File: src/rtl/vga_matrix_text_renderer_pkg.sv
// Shared constants and types for the VGA matrix text renderer.
package vga_matrix_text_renderer_pkg;

    localparam logic [3:0] BLANK_CODE     = 4'hA;
    localparam int         GLYPH_W        = 8;
    localparam int         GLYPH_H        = 16;
    localparam int         FIELD_CH       = 8;
    localparam int         RENDER_LATENCY = 4;

    typedef enum logic [1:0] {
        IDLE    = 2'd0,
        CONVERT = 2'd1,
        STORE   = 2'd2
    } wr_state_e;

endpackage

File: src/rtl/vga_matrix_text_renderer_bin_to_bcd_seq.sv
// Sequential double-dabble binary-to-BCD converter, one bit per cycle.
// done flags the final shift; bcd_out holds the result from the next cycle on.
module bin_to_bcd_seq
    import vga_matrix_text_renderer_pkg::*;
#(
    parameter int VAL_W  = 16,
    parameter int DIGITS = 5
)(
    input  logic                  clk,
    input  logic                  rst_n,
    input  logic                  start,
    input  logic [VAL_W-1:0]      bin_in,
    output logic                  busy,
    output logic                  done,
    output logic [DIGITS*4-1:0]   bcd_out
);

    localparam int             CNT_W = $clog2(VAL_W + 1);
    localparam logic [CNT_W-1:0] LAST = CNT_W'(VAL_W - 1);

    logic                  active_q;
    logic [CNT_W-1:0]      cnt_q;
    logic [VAL_W-1:0]      sh_q;
    logic [DIGITS*4-1:0]   bcd_q;
    logic [DIGITS*4-1:0]   bcd_adj;

    function automatic logic [DIGITS*4-1:0] dabble_adjust(input logic [DIGITS*4-1:0] v);
        logic [DIGITS*4-1:0] res;
        logic [3:0]          nib;
        res = '0;
        for (int d = 0; d < DIGITS; d++) begin
            nib = v[d*4 +: 4];
            res[d*4 +: 4] = (nib >= 4'd5) ? nib + 4'd3 : nib;
        end
        return res;
    endfunction

    assign bcd_adj = dabble_adjust(bcd_q);
    assign busy    = active_q;
    assign done    = active_q && (cnt_q == LAST);
    assign bcd_out = bcd_q;

    always_ff @(posedge clk or negedge rst_n) begin
        if (!rst_n) begin
            active_q <= 1'b0;
            cnt_q    <= '0;
        end else if (start) begin
            active_q <= 1'b1;
            cnt_q    <= '0;
        end else if (active_q) begin
            cnt_q <= cnt_q + CNT_W'(1);
            if (cnt_q == LAST)
                active_q <= 1'b0;
        end
    end

    always_ff @(posedge clk) begin
        if (start) begin
            sh_q  <= bin_in;
            bcd_q <= '0;
        end else if (active_q) begin
            bcd_q <= {bcd_adj[DIGITS*4-2:0], sh_q[VAL_W-1]};
            sh_q  <= {sh_q[VAL_W-2:0], 1'b0};
        end
    end

endmodule

File: src/rtl/vga_matrix_text_renderer.sv
// Renders the result matrix as decimal text on a 640x480 raster via an external glyph ROM.
// Optional element highlight (swapped colours) when VGA_TEXT_HIGHLIGHT_EN is defined.
module vga_matrix_text_renderer
    import vga_matrix_text_renderer_pkg::*;
#(
    parameter int          MAT_DIM  = 3,
    parameter int          VAL_W    = 16,
    parameter int          DIGITS   = 5,
    parameter int          ORIGIN_X = 64,
    parameter int          ORIGIN_Y = 64,
    parameter logic [11:0] FG_COLOR = 12'hFFF,
    parameter logic [11:0] BG_COLOR = 12'h000
)(
    input  logic             clk,
    input  logic             rst_n,
    input  logic [9:0]       h_count,
    input  logic [9:0]       v_count,
    input  logic             video_on,
    input  logic             hsync_in,
    input  logic             vsync_in,
`ifdef VGA_TEXT_HIGHLIGHT_EN
    input  logic [3:0]       sel_idx,
`endif
    input  logic             wr_valid,
    output logic             wr_ready,
    input  logic [3:0]       wr_idx,
    input  logic [VAL_W-1:0] wr_value,
    output logic             busy,
    output logic [3:0]       rom_digit_code,
    output logic [3:0]       rom_row,
    output logic [2:0]       rom_col,
    input  logic             rom_pixel,
    output logic [11:0]      rgb,
    output logic             hsync_out,
    output logic             vsync_out
);

    localparam int N_ELEM   = MAT_DIM * MAT_DIM;
    localparam int COL_W    = $clog2(GLYPH_W);
    localparam int ROW_W    = $clog2(GLYPH_H);
    localparam int CH_W     = $clog2(FIELD_CH);
    localparam int FIELD_SH = $clog2(FIELD_CH * GLYPH_W);
    localparam int ROW_SH   = $clog2(2 * GLYPH_H);

    localparam logic [9:0]      OX     = 10'(ORIGIN_X);
    localparam logic [9:0]      OY     = 10'(ORIGIN_Y);
    localparam logic [9:0]      MD10   = 10'(MAT_DIM);
    localparam logic [3:0]      MD4    = 4'(MAT_DIM);
    localparam logic [CH_W:0]   DIG_N  = (CH_W+1)'(DIGITS);
    localparam logic [CH_W-1:0] MSD_CH = CH_W'(DIGITS - 1);

    function automatic logic [DIGITS*4-1:0] blank_leading(input logic [DIGITS*4-1:0] bcd);
        logic [DIGITS*4-1:0] res;
        logic                seen;
        seen = 1'b0;
        res  = bcd;
        for (int d = DIGITS - 1; d > 0; d--) begin
            if (bcd[d*4 +: 4] != 4'd0)
                seen = 1'b1;
            res[d*4 +: 4] = seen ? bcd[d*4 +: 4] : BLANK_CODE;
        end
        return res;
    endfunction

    function automatic logic [11:0] pix_color(input logic on);
        return on ? FG_COLOR : BG_COLOR;
    endfunction

    // Write path: handshake, sequential conversion, single-cycle store
    wr_state_e             state_q, state_d;
    logic                  hs;
    logic                  conv_busy, conv_done;
    logic [DIGITS*4-1:0]   conv_bcd;
    logic [DIGITS*4-1:0]   store_digits;
    logic [3:0]            wr_idx_q;
    logic [3:0]            digit_buf_q [N_ELEM][DIGITS];

    assign wr_ready     = rst_n && (state_q == IDLE);
    assign hs           = wr_valid && wr_ready;
    assign busy         = (state_q != IDLE) || conv_busy;
    assign store_digits = blank_leading(conv_bcd);

    bin_to_bcd_seq #(
        .VAL_W  (VAL_W),
        .DIGITS (DIGITS)
    ) u_bcd (
        .clk     (clk),
        .rst_n   (rst_n),
        .start   (hs),
        .bin_in  (wr_value),
        .busy    (conv_busy),
        .done    (conv_done),
        .bcd_out (conv_bcd)
    );

    always_comb begin
        state_d = state_q;
        case (state_q)
            IDLE:    if (hs)        state_d = CONVERT;
            CONVERT: if (conv_done) state_d = STORE;
            STORE:                  state_d = IDLE;
            default:                state_d = IDLE;
        endcase
    end

    always_ff @(posedge clk or negedge rst_n) begin
        if (!rst_n)
            state_q <= IDLE;
        else
            state_q <= state_d;
    end

    always_ff @(posedge clk) begin
        if (hs)
            wr_idx_q <= wr_idx;
    end

    // An out-of-range index matches no element, so STORE is a no-op for it
    always_ff @(posedge clk or negedge rst_n) begin
        if (!rst_n) begin
            for (int e = 0; e < N_ELEM; e++)
                for (int d = 0; d < DIGITS; d++)
                    digit_buf_q[e][d] <= BLANK_CODE;
        end else if (state_q == STORE) begin
            for (int e = 0; e < N_ELEM; e++)
                if (4'(e) == wr_idx_q)
                    for (int d = 0; d < DIGITS; d++)
                        digit_buf_q[e][d] <= store_digits[d*4 +: 4];
        end
    end

    // Stage p0: raster decode, origin compared before subtracting
    logic              h_ge, v_ge, gap_c, field_c, text_c;
    logic [9:0]        dx, dy, ec_w, er_w;
    logic [CH_W-1:0]   ch_c;
    logic [3:0]        elem_c;

    assign h_ge    = h_count >= OX;
    assign v_ge    = v_count >= OY;
    assign dx      = h_count - OX;
    assign dy      = v_count - OY;
    assign ec_w    = dx >> FIELD_SH;
    assign er_w    = dy >> ROW_SH;
    assign ch_c    = dx[COL_W +: CH_W];
    assign gap_c   = dy[ROW_W];
    assign field_c = h_ge && v_ge && (ec_w < MD10) && (er_w < MD10) && !gap_c;
    assign text_c  = field_c && ({1'b0, ch_c} < DIG_N);
    assign elem_c  = er_w[3:0] * MD4 + ec_w[3:0];

    // Stage p1: registered decode
    logic              text_p1, vld_p1, vld_p2, vld_p3;
    logic [3:0]        elem_p1;
    logic [CH_W-1:0]   ch_p1, dsel_p1;
    logic [ROW_W-1:0]  row_p1;
    logic [COL_W-1:0]  col_p1;
    logic              hl_p3;

    always_ff @(posedge clk or negedge rst_n) begin
        if (!rst_n) begin
            text_p1 <= 1'b0;
            vld_p1  <= 1'b0;
            vld_p2  <= 1'b0;
            vld_p3  <= 1'b0;
        end else begin
            text_p1 <= text_c;
            vld_p1  <= video_on;
            vld_p2  <= vld_p1;
            vld_p3  <= vld_p2;
        end
    end

    always_ff @(posedge clk) begin
        elem_p1 <= elem_c;
        ch_p1   <= ch_c;
        row_p1  <= dy[ROW_W-1:0];
        col_p1  <= dx[COL_W-1:0];
    end

`ifdef VGA_TEXT_HIGHLIGHT_EN
    localparam logic [4:0] N5 = 5'(N_ELEM);
    logic hl_c, hl_p1, hl_p2, hl_q3;

    assign hl_c  = field_c && (elem_c == sel_idx) && ({1'b0, sel_idx} < N5);
    assign hl_p3 = hl_q3;

    always_ff @(posedge clk or negedge rst_n) begin
        if (!rst_n) begin
            hl_p1 <= 1'b0;
            hl_p2 <= 1'b0;
            hl_q3 <= 1'b0;
        end else begin
            hl_p1 <= hl_c;
            hl_p2 <= hl_p1;
            hl_q3 <= hl_p2;
        end
    end
`else
    assign hl_p3 = 1'b0;
`endif

    // Stage p2: buffer read into the ROM request; character 0 is the most significant digit
    assign dsel_p1 = MSD_CH - ch_p1;

    always_ff @(posedge clk or negedge rst_n) begin
        if (!rst_n) begin
            rom_digit_code <= BLANK_CODE;
            rom_row        <= '0;
            rom_col        <= '0;
        end else begin
            rom_digit_code <= text_p1 ? digit_buf_q[elem_p1][dsel_p1] : BLANK_CODE;
            rom_row        <= row_p1;
            rom_col        <= col_p1;
        end
    end

    // Stage p3 -> output: colour from the ROM pixel
    always_ff @(posedge clk or negedge rst_n) begin
        if (!rst_n)
            rgb <= 12'h000;
        else
            rgb <= vld_p3 ? pix_color(rom_pixel ^ hl_p3) : 12'h000;
    end

    logic [1:0] sync_pipe [RENDER_LATENCY];

    always_ff @(posedge clk or negedge rst_n) begin
        if (!rst_n) begin
            for (int i = 0; i < RENDER_LATENCY; i++)
                sync_pipe[i] <= 2'b00;
        end else begin
            sync_pipe[0] <= {hsync_in, vsync_in};
            for (int i = 1; i < RENDER_LATENCY; i++)
                sync_pipe[i] <= sync_pipe[i-1];
        end
    end

    assign hsync_out = sync_pipe[RENDER_LATENCY-1][1];
    assign vsync_out = sync_pipe[RENDER_LATENCY-1][0];

endmodule

File: config.mk
export PLATFORM = sky130hd
export DESIGN_NAME = vga_matrix_text_renderer
export DESIGN_NICKNAME = d
export VERILOG_FILES = /design/src/rtl/vga_matrix_text_renderer_pkg.sv /design/src/rtl/vga_matrix_text_renderer_bin_to_bcd_seq.sv /design/src/rtl/vga_matrix_text_renderer.sv
export SDC_FILE = /design/constraint.sdc
export NUM_CORES = 1
export LEC_CHECK = 0
export ABC_AREA = 1
export BUFFER_PORTS_ARGS = -buffer_cell sky130_fd_sc_hd__buf_2
export CAP_MARGIN = 20
export CORE_ASPECT_RATIO = 1.1
export CORE_MARGIN = 2
export CORE_UTILIZATION = 40
export CTS_CLUSTER_SIZE = 28
export DETAILED_ROUTE_END_ITERATION = 12
export GPL_ROUTABILITY_DRIVEN = 0
export PLACE_DENSITY_LB_ADDON = 0.2
export SLEW_MARGIN = 10
export SYNTH_ARGS = -nofsm -noshare
export SYNTH_HDL_FRONTEND = slang
export SYNTH_HIERARCHICAL = 1
export SYNTH_SLANG_ARGS = --single-unit
File: constraint.sdc
create_clock -name clk -period 2.3 [get_ports clk]
set_clock_uncertainty 0.05 [all_clocks]
set_input_delay 0.46 -clock clk [delete_from_list [all_inputs] [get_ports clk]]
set_output_delay 0.46 -clock clk [all_outputs]
set_load 0.02 [all_outputs]
== Yosys cells after proc, flatten, opt, wreduce, memory -nomap -nowiden ==
Index checks and enable logic that the tools add are counted.

* Output and inout bits: 27
* Register bits after elaboration: 277

* Muxes and demuxes: 32
* Order comparisons: 12
* $mul: 1
* Bitwise gates (word level): 2
* Equal/unequal tests: 13
* Reduce and logical (&&, ||, !) cells: 28
* Add/subtract/negate cells: 10

{| class="wikitable"
|+ Operators with widths
! operator !! number
|-
| binary-select mux 20 bit (select 4 bit) || 1
|-
| two-way mux 4 bit || 11
|-
| two-way mux 20 bit || 2
|-
| two-way mux 16 bit || 2
|-
| two-way mux 12 bit || 2
|-
| >= comparator 10 x 7 -> 1 bit (second input constant) || 2
|-
| >= comparator 4 x 3 -> 1 bit (second input constant) || 5
|-
| AND reduction 2 bit || 10
|-
| subtractor 10 x 7 -> 10 bit (second input constant) || 2
|-
| adder 4 x 2 -> 4 bit (second input constant) || 4
|-
| equality test 3 x 4 -> 1 bit (first input constant) || 4
|-
| nonzero test 4 bit || 4
|-
| binary-select mux 4 bit (select 3 bit) || 1
|-
| two-way mux 5 bit || 2
|-
| equality test 2 x 4 -> 1 bit (first input constant) || 2
|-
| logical AND 1 bit || 8
|-
| two-way mux 1 bit || 7
|-
| adder 5 x 1 -> 5 bit (second input constant) || 1
|-
| equality test 5 x 4 -> 1 bit (second input constant) || 1
|-
| >= comparator 5 bit (second input constant) || 1
|-
| < comparator 5 x 2 -> 1 bit (second input constant) || 1
|-
| NOT 4 -> 5 bit || 1
|-
| adder 4 bit || 1
|-
| equality test 1 x 4 -> 1 bit (first input constant) || 1
|-
| other kinds (19) || 22
|}

== Logic depth before layout (Yosys ltp) ==
* Depth after elaboration: 8
* Gate-level depth with buffers: 13
* Mapped depth without buffers: 12

== Hierarchy ==
Netlist, hierarchy kept.

{| class="wikitable"
|+ By module, submodules not included
! module !! sequential area each (um^2) !! cells an instance !! area an instance (um^2) !! times used
|-
| vga_matrix_text_renderer || 5670.4 || 1244 || 10446.3 || 1
|-
| bin_to_bcd_seq || 1031.0 || 275 || 2173.3 || 1
|}

== Worst setup path after synthesis ==
No wires, ideal clock.

* Kind: input to register
* From: input port h_count[6]
* To: register elem_p1[3]
* Required time: 2.129 ns
* Setup slack: 0.062 ns
* Buffers on the path: 0
* Arrival: 2.067 ns
* Library setup time: 0.121 ns
* Stages on the path: 9
* Cells stage by stage: inv_1 -> ha_1 -> inv_1 -> fa_1 -> ha_1 -> inv_1 -> fa_1 -> xnor2_1 -> xnor2_1

* Cells in the longest elaborated chain, start to end: 2

{| class="wikitable"
|+ RTL lines
! what !! RTL line !! RTL
|-
| from (decl) || vga_matrix_text_renderer.sv:16 || <nowiki>input logic [9:0] h_count,</nowiki>
|-
| subtractor 10 x 7 -> 10 bit || vga_matrix_text_renderer.sv:140 || <nowiki>assign dx = h_count - OX;</nowiki>
|-
| adder 4 bit || vga_matrix_text_renderer.sv:148 || <nowiki>assign elem_c = er_w[3:0] * MD4 + ec_w[3:0];</nowiki>
|-
| net elem_c[3] || vga_matrix_text_renderer.sv:136 || <nowiki>logic [3:0] elem_c;</nowiki>
|-
| to (signal assigned) || vga_matrix_text_renderer.sv:173 || <nowiki>elem_p1 <= elem_c;</nowiki>
|-
| to (decl) || vga_matrix_text_renderer.sv:152 || <nowiki>logic [3:0] elem_p1;</nowiki>
|}

The timed path passes the listed nets, and every way through them passes these cells.
A chain may end at the register's enable or synchronous reset.

== Worst setup path in the final report ==
* From: register state_q[0]
* To: output port busy

* Cells in the longest elaborated chain, start to end: 2

{| class="wikitable"
|+ RTL lines
! what !! RTL line !! RTL
|-
| from (decl) || vga_matrix_text_renderer.sv:70 || <nowiki>wr_state_e state_q, state_d;</nowiki>
|-
| from (signal assigned) || vga_matrix_text_renderer.sv:110 || <nowiki>state_q <= state_d;</nowiki>
|-
| nonzero test 2 bit || vga_matrix_text_renderer.sv:80 || <nowiki>assign busy = (state_q != IDLE) || conv_busy;</nowiki>
|-
| logical OR 1 bit || vga_matrix_text_renderer.sv:80 ||
|-
| to (decl) || vga_matrix_text_renderer.sv:28 || <nowiki>output logic busy,</nowiki>
|}

Every way passes these cells.

==> summary.txt <==
status: completed
Worst Path Required: 1.79 ns
FF-to-FF setup slack: 0.26 ns
TNS Setup: 0 ns
sequential-to-total area share from yosys stat: 53.1%
first-pass GRT wire length: 51.5 mm
Final Non-Filler Cells: 2,039
Unique masters post-synth: 40
worst hold path startpoint: wr_idx[0]
Peak supply drop: 0.530 mV
die area: 33,000 sq um
MaxCap Viol Count: 0
# DRC: 0
Tot GR Track Use: 19.4%
Crit Reg-Reg Startpoint: ch_p1[0]$_DFF_P_
initial antenna violation count: 0
H-tree levels: 1
largest net degree at the start of global routing: 122
commonest non-fill, non-tap cell in the layout: nand2_1
crit path capture type: primary output
Final Core Density: 46.6%
EDFF count, synth: 20
PD cells: 992 nW/um^2
Slew HR: 47.2%
fin crit share: 89.5%
Mapped Avg Cell Area: 8.31 sq um
commonest cells after routing, fill and taps aside: nand2_1, o21ai_0, inv_1
core area: 31,200 sq um
CTS tree: done
Yosys warnings: 6
CTS Buf Count: 30
DP HPWL: 20.8 mm
part of the power in registers: 40.0%
DR vias: 9,986
via/cell ratio: 4.90
Setup WS post-layout: 0.242 ns
Die Span Y: 190 um
Slew @ Worst Pin: 0.792 ns
Antenna Cells: 0
Post-Syn Nets: 1,587
hold endpoint: wr_idx_q[0]$_DFFE_PP_
Initial Util: 40.4%
drt wl/cell: 15.4 um
Row Count: 68
ANT nets after route: 0
final setup violation count: 0
drt pass-1 iters: 5
pre-CTS setup slack: -0.112 ns
fill count: 3,099
reg2reg path depth: 11
RSZ-0062 raised after global routing: false
CP Class: reg -> out
synthesized instance count: 1,519
final hold vios: 0
post-CTS setup repair buffer count: 0
PostCTS Resize Cnt: 0
FFs w/ async S/R, synth: 79.7%
Worst R2R End: rom_digit_code[0]$_DFF_PN0_
CTS Sinks: 266
maximum fanout along the worst path: 3
Worst Hold Class: in -> reg
CTS clk-pin slew, worst paths: 0.06 ns
Internal Power: 9.49 mW
clock power share: 33.4%
Lkg Pwr: 6.56 nW
combinational fraction of design power: 26.6%
Die X: 173 um
Tmin final: 2.06 ns
clock buffer depth: 3
drt total wl: 31.4 mm
initial DRC count: 573
Sw Share: 34.2%
hold depth: 1
total gr overflow: 0
fmax: 0.486 GHz
Synth Flop Type: dfrtp_1
Setup crit start kind: register
PortBufs: 73
clock latency on the worst-skew pair: 0.55 ns
Critical Path AT: 1.55 ns
placed instance count: 1,969
I/O Pins: 74
CTS root buf: clkbuf_16
Final Max Tran Viols: 0
flops & latches, synth: 266
mapped cell area: 12,600 sq um
vias in the first global route: 9,837
switching power: 4.93 mW
layout cells sized above 1: 18.8%
Pwr Total: 14.4 mW
nets@finish: 1,663
synth-to-layout area growth: 15.2%
## power groups by stage
| stage | clock [mW] | combinational [mW] | sequential (mW) |
|---|---|---|---|
| floorplan | 0 | 2.60 | 5.75 |
| global placement | 0 | 3.75 | 5.85 |
| detailed placement | 0 | 3.81 | 5.86 |
| CTS | 4.95 | 3.84 | 5.78 |
| global route | 5.13 | 4.33 | 5.85 |
| finish | 4.81 | 3.84 | 5.77 |
## cell type report
cell class | instances | area, sq um | area share [%]
Clock buffer | 44 | 895 | 6.15
Clock inverter | 12 | 111 | 0.766
Inverter | 156 | 586 | 4.03
Multi-Input combinational cell | 1013 | 4820 | 33.1
Sequential cell | 266 | 6710 | 46.1
Tap cell | 420 | 526 | 3.61
Timing Repair Buffer | 128 | 898 | 6.18
## worst max-delay path by stage
stage,startpoint,end,slack (ns),depth (start not counted)
2_1_floorplan,h_count[6],elem_p1[3]$_DFF_P_,0.06,9
3_3_place_gp,h_count[6],elem_p1[3]$_DFF_P_,-0.10,10
3_5_place_dp,h_count[7],elem_p1[3]$_DFF_P_,-0.11,10
4_1_cts,state_q[0]$_DFFE_PN0P_,busy,0.21,4
5_1_grt,ch_p1[0]$_DFF_P_,rom_digit_code[0]$_DFF_PN0_,0.05,11
6_report,state_q[0]$_DFFE_PN0P_,busy,0.24,4
## critical path, cell delays in order (launching register included)
cell and delay (ns):
dfrtp_1 0.41, nor2_1 0.10, inv_1 0.05, or2_2 0.27
buf_2 0.16
## flip-flops by register name, indices dropped and copies added (netlist names), 4 cells and up
| signal | cells |
|---|---|
| u_bcd/sh_q | 16 |
| digit_buf_q | 180 |
| u_bcd/bcd_out | 20 |
| rom_row | 4 |
| rom_digit_code | 4 |
| elem_p1 | 4 |
| sync_pipe | 6 |
| wr_idx_q | 4 |
| u_bcd/cnt_q | 5 |
| row_p1 | 4 |
## cell families after synthesis
logic type | after synthesis | synth area share (%)
XOR/XNOR | 11 | 0.763
AO/OA/AOI/OAI | 278 | 11.8
adder cells (fa/ha/maj) | 21 | 2.20
flip-flops | 266 | 53.1
buffers and inverters | 240 | 8.70
AND/OR/NAND/NOR | 703 | 23.5
## repair_timing
action,CTS,global route
hold buffers,14,0
setup endpoints to repair,0,0
endpoints found under the hold margin,87,0
## cells in the mapped netlist (3+ instances only)
| cell | instances | share of area, % |
|---|---|---|
| nand2_1 | 482 | 14 |
| buf_6 | 9 | 0.80 |
| buf_2 | 37 | 1.5 |
| nor2_1 | 98 | 2.9 |
| dfxtp_1 | 34 | 5.4 |
| ha_1 | 19 | 1.9 |
| nand2_2 | 4 | 0.20 |
| xnor2_1 | 10 | 0.69 |
| inv_2 | 12 | 0.36 |
| buf_4 | 22 | 1.3 |
| clkbuf_1 | 15 | 0.45 |
| nand3_1 | 90 | 3.6 |
| nor3_1 | 4 | 0.16 |
| o21ai_2 | 11 | 0.76 |
| o21ai_1 | 24 | 0.95 |
| inv_1 | 142 | 4.2 |
| a31oi_1 | 8 | 0.40 |
| dfrtp_1 | 120 | 24 |
| nor2_4 | 9 | 0.80 |
| edfxtp_1 | 20 | 4.8 |
| dfstp_2 | 92 | 19 |
| o22ai_1 | 7 | 0.35 |
| o211ai_1 | 12 | 0.71 |
| nor2_2 | 3 | 0.15 |
| a21oi_1 | 26 | 1.0 |
| o21ai_0 | 189 | 7.5 |
## per-layer routing
| metal | global-route usage (%) | up-vias | wire length, um |
|---|---|---|---|
| met2 | 33.0 | 229 | 14800 |
| met3 | 2.27 | 58 | 1490 |
| met5 | 0 | - | 0 |
| li1 | - | 4976 | - |
| met4 | 5.87 | 0 | 826 |
| met1 | 26.1 | 4723 | 14300 |
## metrics by stage
stage	hold WS (ns)	area, sq um
finish	0.0380	14500
CTS	0.0144	14500
global route	0.0222	14500
detailed placement	0.271	13400
global placement	0.268	13400
floorplan	0.114	12600
(Power assumes the default switching activity.)
